**config.mk**
```make
export PLATFORM = sky130hd
export DESIGN_NAME = sipo_rx
export DESIGN_NICKNAME = d
export VERILOG_FILES = /design/src/rtl/serdes_pkg.sv /design/src/rtl/sipo_shreg.sv /design/src/rtl/sipo_rx.sv
export SDC_FILE = /design/constraint.sdc
export NUM_CORES = 1
export LEC_CHECK = 0
export ABC_AREA = 1
export CAP_MARGIN = 20
export CORE_ASPECT_RATIO = 0.7
export CORE_MARGIN = 2
export CORE_UTILIZATION = 25
export DETAILED_ROUTE_END_ITERATION = 7
export SYNTH_ARGS = -nofsm -noshare
export SYNTH_HDL_FRONTEND = slang
export SYNTH_SLANG_ARGS = --single-unit
```
**constraint.sdc**
```tcl
create_clock -name i_clk -period 1.85 [get_ports i_clk]
set_input_delay 0.4625 -clock i_clk [delete_from_list [all_inputs] [get_ports i_clk]]
set_output_delay 0.4625 -clock i_clk [all_outputs]
set_load 0.1 [all_outputs]
```
**src/rtl/serdes_pkg.sv**
```systemverilog
// Shared constants for the serial link: bit-order selector strings and default widths.
// Both the serializer and sipo_rx import this so their bit-order choice always agrees.
package serdes_pkg;

  localparam string BIT_ORDER_MSB = "true";
  localparam string BIT_ORDER_LSB = "false";

  localparam int DEF_DATA_WIDTH = 8;
  localparam int DEF_CNT_WIDTH  = 16;

endpackage : serdes_pkg

```
**src/rtl/sipo_shreg.sv**
```systemverilog
// Serial-to-parallel shift register with bit counter and sync-driven realignment.
// o_word/o_done are combinational next-state views; sipo_rx registers them.
module sipo_shreg
  import serdes_pkg::*;
#(
  parameter int    DATA_WIDTH   = DEF_DATA_WIDTH,
  parameter string DO_MSB_FIRST = BIT_ORDER_MSB
) (
  input  logic                  i_clk,
  input  logic                  i_a_rst_n,
  input  logic                  i_data_valid,
  input  logic                  i_data,
  input  logic                  i_sync,
  output logic [DATA_WIDTH-1:0] o_word,
  output logic                  o_done
);

  localparam int                 BitCntW  = $clog2(DATA_WIDTH);
  localparam bit                 MsbFirst = (DO_MSB_FIRST == BIT_ORDER_MSB);
  localparam logic [BitCntW-1:0] LastBit  = BitCntW'(DATA_WIDTH - 1);

  logic [DATA_WIDTH-1:0] shreg_q, shreg_d;
  logic [DATA_WIDTH-1:0] base;
  logic [BitCntW-1:0]    bit_cnt_q, bit_cnt_d;

  always_comb begin
    shreg_d   = shreg_q;
    bit_cnt_d = bit_cnt_q;
    o_done    = 1'b0;
    // A sync bit throws away the partial word, so it shifts into a cleared register.
    base      = i_sync ? '0 : shreg_q;
    if (i_data_valid) begin
      if (MsbFirst) begin
        shreg_d = {base[DATA_WIDTH-2:0], i_data};
      end else begin
        shreg_d = {i_data, base[DATA_WIDTH-1:1]};
      end
      if (i_sync) begin
        bit_cnt_d = BitCntW'(1);
      end else if (bit_cnt_q == LastBit) begin
        bit_cnt_d = '0;
        o_done    = 1'b1;
      end else begin
        bit_cnt_d = bit_cnt_q + BitCntW'(1);
      end
    end
  end

  always_ff @(posedge i_clk or negedge i_a_rst_n) begin
    if (!i_a_rst_n) begin
      shreg_q   <= '0;
      bit_cnt_q <= '0;
    end else begin
      shreg_q   <= shreg_d;
      bit_cnt_q <= bit_cnt_d;
    end
  end

  assign o_word = shreg_d;

endmodule : sipo_shreg

```
**src/rtl/sipo_rx.sv**
```systemverilog
// Serial receiver: assembles words from a bit stream and offers them on a valid/ready port.
// Tracks dropped words with a sticky overrun flag and counts delivered words.
module sipo_rx
  import serdes_pkg::*;
#(
  parameter int    DATA_WIDTH   = DEF_DATA_WIDTH,
  parameter string DO_MSB_FIRST = BIT_ORDER_MSB,
  parameter int    CNT_WIDTH    = DEF_CNT_WIDTH
) (
  input  logic                  i_clk,
  input  logic                  i_a_rst_n,
  input  logic                  i_data_valid,
  input  logic                  i_data,
  input  logic                  i_sync,
  output logic                  o_valid,
  output logic [DATA_WIDTH-1:0] o_data,
  input  logic                  i_ready,
  output logic                  o_overrun,
  input  logic                  i_clr_ovr,
  output logic [CNT_WIDTH-1:0]  o_word_cnt
);

  logic                  done;
  logic [DATA_WIDTH-1:0] word;
  logic [DATA_WIDTH-1:0] data_q, data_d;
  logic                  valid_q, valid_d;
  logic                  ovr_q, ovr_d;
  logic [CNT_WIDTH-1:0]  word_cnt_q, word_cnt_d;
  logic                  xfer;

  sipo_shreg #(
    .DATA_WIDTH   (DATA_WIDTH),
    .DO_MSB_FIRST (DO_MSB_FIRST)
  ) u_shreg (
    .i_clk        (i_clk),
    .i_a_rst_n    (i_a_rst_n),
    .i_data_valid (i_data_valid),
    .i_data       (i_data),
    .i_sync       (i_sync),
    .o_word       (word),
    .o_done       (done)
  );

  // Valid/ready: a word moves on any edge where o_valid=1 and i_ready=1; while o_valid=1
  // and i_ready=0 o_data holds. The serial side never waits, so a word completing into a
  // full, unaccepted holding register is dropped and flagged as an overrun.
  assign xfer = valid_q & i_ready;

  always_comb begin
    data_d     = data_q;
    valid_d    = valid_q & ~i_ready;
    ovr_d      = ovr_q & ~i_clr_ovr;
    word_cnt_d = word_cnt_q + CNT_WIDTH'(xfer);
    if (done) begin
      if (!valid_q || i_ready) begin
        data_d  = word;
        valid_d = 1'b1;
      end else begin
        ovr_d   = 1'b1;
      end
    end
  end

  always_ff @(posedge i_clk or negedge i_a_rst_n) begin
    if (!i_a_rst_n) begin
      data_q     <= '0;
      valid_q    <= 1'b0;
      ovr_q      <= 1'b0;
      word_cnt_q <= '0;
    end else begin
      data_q     <= data_d;
      valid_q    <= valid_d;
      ovr_q      <= ovr_d;
      word_cnt_q <= word_cnt_d;
    end
  end

  assign o_valid    = valid_q;
  assign o_data     = data_q;
  assign o_overrun  = ovr_q;
  assign o_word_cnt = word_cnt_q;

endmodule : sipo_rx

```
==> flow_metrics.py <==
metrics = {
    "logic_synthesis": {
        "yosys_most_used_dff": "dfrtp_1",
        "synth-warning-count": 0,
        "syn-mean-instance-area_um2": 9.38,
        "synth.most_common_cell": "nand2_1",
        "synth-edff-count": 0,
        "yosys-top-cells-area": "dfrtp_1 (55%), nand2_1 (11%), inv_1 (5.1%)",
        "synth_fp_nets": 191,
        "synth_sequential_area_ratio_pct": 55.1,
        "synth_top_cells_by_count": "nand2_1 (47), dfrtp_1 (37), inv_1 (23), o21ai_1 (11), nor2_1 (10)",
        "syn_area_um2": 1680,
        "syn-instance-count": 179,
        "postSynth.asyncResetShare_pct": 100,
        "synth_largest_type_area_fraction_pct": 55.1,
        "synthDistinctLibCells": 19,
        "yosys_top_cell_by_area": "dfrtp_1",
        "ys_ff_latch": 37,
    },
    "run": {
        "cap_viol_max_count": 0,
    },
    "finish": {
        "layout.filler_cells": 650,
        "seq_area_um2": 930,
        "multi_input_comb_area_um2": 674,
        "n_antenna_cell": 0,
        "drive_gt1_share_pct": 28.8,
        "syn2layout_area_growth_pct": 52.2,
        "nNetsFinal": 240,
        "finalCoreUtilization_pct": 40.1,
    },
    "min_path": {
        "holdPathEnd": "u_shreg.bit_cnt_q[2]",
        "worst_hold_startpoint": "u_shreg.bit_cnt_q[2]",
        "hold_class": "flip-flop to flip-flop",
        "min_delay_path_depth": 2,
    },
    "clock_network": {
        "tritoncts.num_buffers": 5,
        "postCtsSetupRepairBufs": 0,
        "ctsHoldBuffers": 0,
        "cts.reportedPaths.clkPinSlew_ns": 0.07,
        "clkSinkCount": 37,
        "tritoncts": "built",
        "cts.htree.levels": 2,
        "clockBufferDepth": 2,
        "ctsRootBufferMaster": "clkbuf_8",
        "worst_skew_pair.late_latency_ns": 0.28,
    },
    "drt": {
        "totalWireLength_mm": 3.69,
        "route.antenna.remaining_nets": 0,
        "via_per_inst": 4.16,
        "dr.pass1.iters": 4,
        "drt_drc_violations_left": 0,
        "dr_total_vias": 1330,
        "drt-initial-drc-count": 89,
        "routedWlPerCell_um": 11.5,
    },
    "critical_path": {
        "ff_to_ff_start": "o_valid",
        "ff2ff_setup_slack_ns": 0.36,
        "critical_path.startpoint_type": "input pin",
        "worstRegToRegCells": 9,
        "timing.critical_path.to_type": "flip-flop",
        "required_ns": 2.02,
        "path_max_fanout": 4,
        "critPathArrivalTime_ns": 1.90,
        "worstReg2RegEnd": "o_word_cnt[10]",
        "worst-setup-path-type": "input pin to flip-flop",
    },
    "timing": {
        "fin_skew_ns": 0.00301,
        "period_needed_ns": 1.73,
        "endpoints_failing_hold": 0,
        "report.final.slew_viol_count": 0,
        "setup_viol": 0,
        "rsz0062_at_grt": "yes",
        "worstMarginPinSlew_ns": 0.325,
        "timing.final.crit_share_pct": 93.7,
        "max_freq_mhz": 577,
        "maxSlewHeadroom_pct": 78.4,
        "whs_ns": 0.499,
    },
    "placed_design": {
        "place.port_buffers": 32,
        "final_weighted_congestion_in_routability_driven_placement": 0.793,
        "detailed_place_hpwl_mm": 2.83,
    },
    "grt": {
        "grt_max_degree": 23,
        "grt_first_pass_wirelength_mm": 6.73,
        "first_global_vias": 1431,
        "grt_usage_pct": 11.7,
        "global_route.overflow_total": 0,
        "antenna_found_initial": 0,
    },
    "floorplan": {
        "number_of_i_o_pins": 33,
        "die_height_um": 72.6,
        "fp.dieW_um": 102,
        "floorplan.die_area_um2": 7400,
        "core_um2": 6370,
        "starting_utilization_of_the_core_area_pct": 26.4,
        "row_count": 24,
    },
    "outcome": {
        "status": "completed",
    },
    "power": {
        "vdd_drop_max_v": 0.000920,
        "power.density_nw_per_um2": 764,
        "power_leakage_uw": 0.00118,
    },
}
==> report_power, final <==
group / leakage [µW] / internal (µW) / switching [µW]
sequential: 0.000496 / 863 / 63.2
clock: 0.0000395 / 268 / 276
combinational: 0.000645 / 171 / 313
==> per-stage QoR <==
step                cell area [µm²]  power, µW  setup WS [ns]  setup TNS (ns)  instances
finish                         2550       1950          0.117               0        320
global route                   2550       2040       -0.00611        -0.00611        320
CTS                            2520       1980         0.0619               0        320
detailed placement             2440       1420         -0.234           -1.38        312
global placement               2440       1410         -0.161          -0.933        312
floorplan                      1680       1200         0.0423               0        179
==> kinds of logic (layout without fill, tap and decap cells) <==
kind of cell	after synthesis	count (layout)	share of synthesized area [%]
and+or+nand+nor	84	84	23.8
xor gates and xnor gates	8	8	4.17
AOI/OAI and AO/OA	20	20	6.71
buffers and inverters	25	75	6.48
adders and majority gates	5	5	3.73
DFF	37	37	55.1
==> registers in the layout, summed over array words and instances, names as in the netlist <==
register	count
o_data	8
o_overrun	1
o_valid	1
o_word_cnt	16
u_shreg.bit_cnt_q	3
u_shreg.shreg_q	8
==> worst max-delay path, cell delays in order <==
cell	delay [ns]
clkdlybuf4s50_1	0.47
nand2_1	0.05
inv_1	0.08
ha_2	0.21
ha_4	0.15
nand3_4	0.10
inv_1	0.09
nand2_2	0.07
o21ai_1	0.13
nand2_1	0.08
==> routing by layer <==
metal  wire, µm  share of wire [%]  global-route usage (%)  up-vias
li1           -                  -                       -      666
met1       1960                 53                    17.5      633
met2       1530                 41                    16.0       24
met3        157                4.3                    2.99        7
met4         51                1.4                    4.15        0
met5          0                  0                       0        -
==> worst max path at each step <==
stage | start | endpoint | slack [ns] | depth (start not counted)
final | i_ready | o_word_cnt[10] | 0.12 | 10
after detailed placement | i_ready | o_word_cnt[14] | -0.23 | 10
after global placement | i_ready | o_word_cnt[14] | -0.16 | 10
after global routing | i_ready | o_word_cnt[10] | -0.006 | 11
after CTS | i_ready | o_word_cnt[14] | 0.06 | 10
after floorplan | o_valid | o_word_cnt[14] | 0.04 | 9
==> final cells by class <==
cell class	instances	area share, %
sequential	37	36.4
clock buffer	8	3.13
multi-input combinational	117	26.4
inverter	23	3.38
timing repair buffer	44	26.2
tap	91	4.46
==> layout by cell type (no fill, tap or decap), types with 6 or more instances in the layout <==
master / n
dfrtp_1: 34
buf_12: 26
inv_1: 23
clkdlybuf4s50_1: 6
nand3_1: 6
nand2_1: 47
buf_4: 12
o21ai_1: 11
o22ai_1: 7
nor2_1: 9
nand2_2: 8
==> repair_timing <==
item / in CTS / in global routing
endpoints found under the setup margin: 0 / 3
endpoints found under the hold margin: 0 / 0
gates resized for setup: 0 / 6
Note: power is estimated with default switching activity, not from simulation.
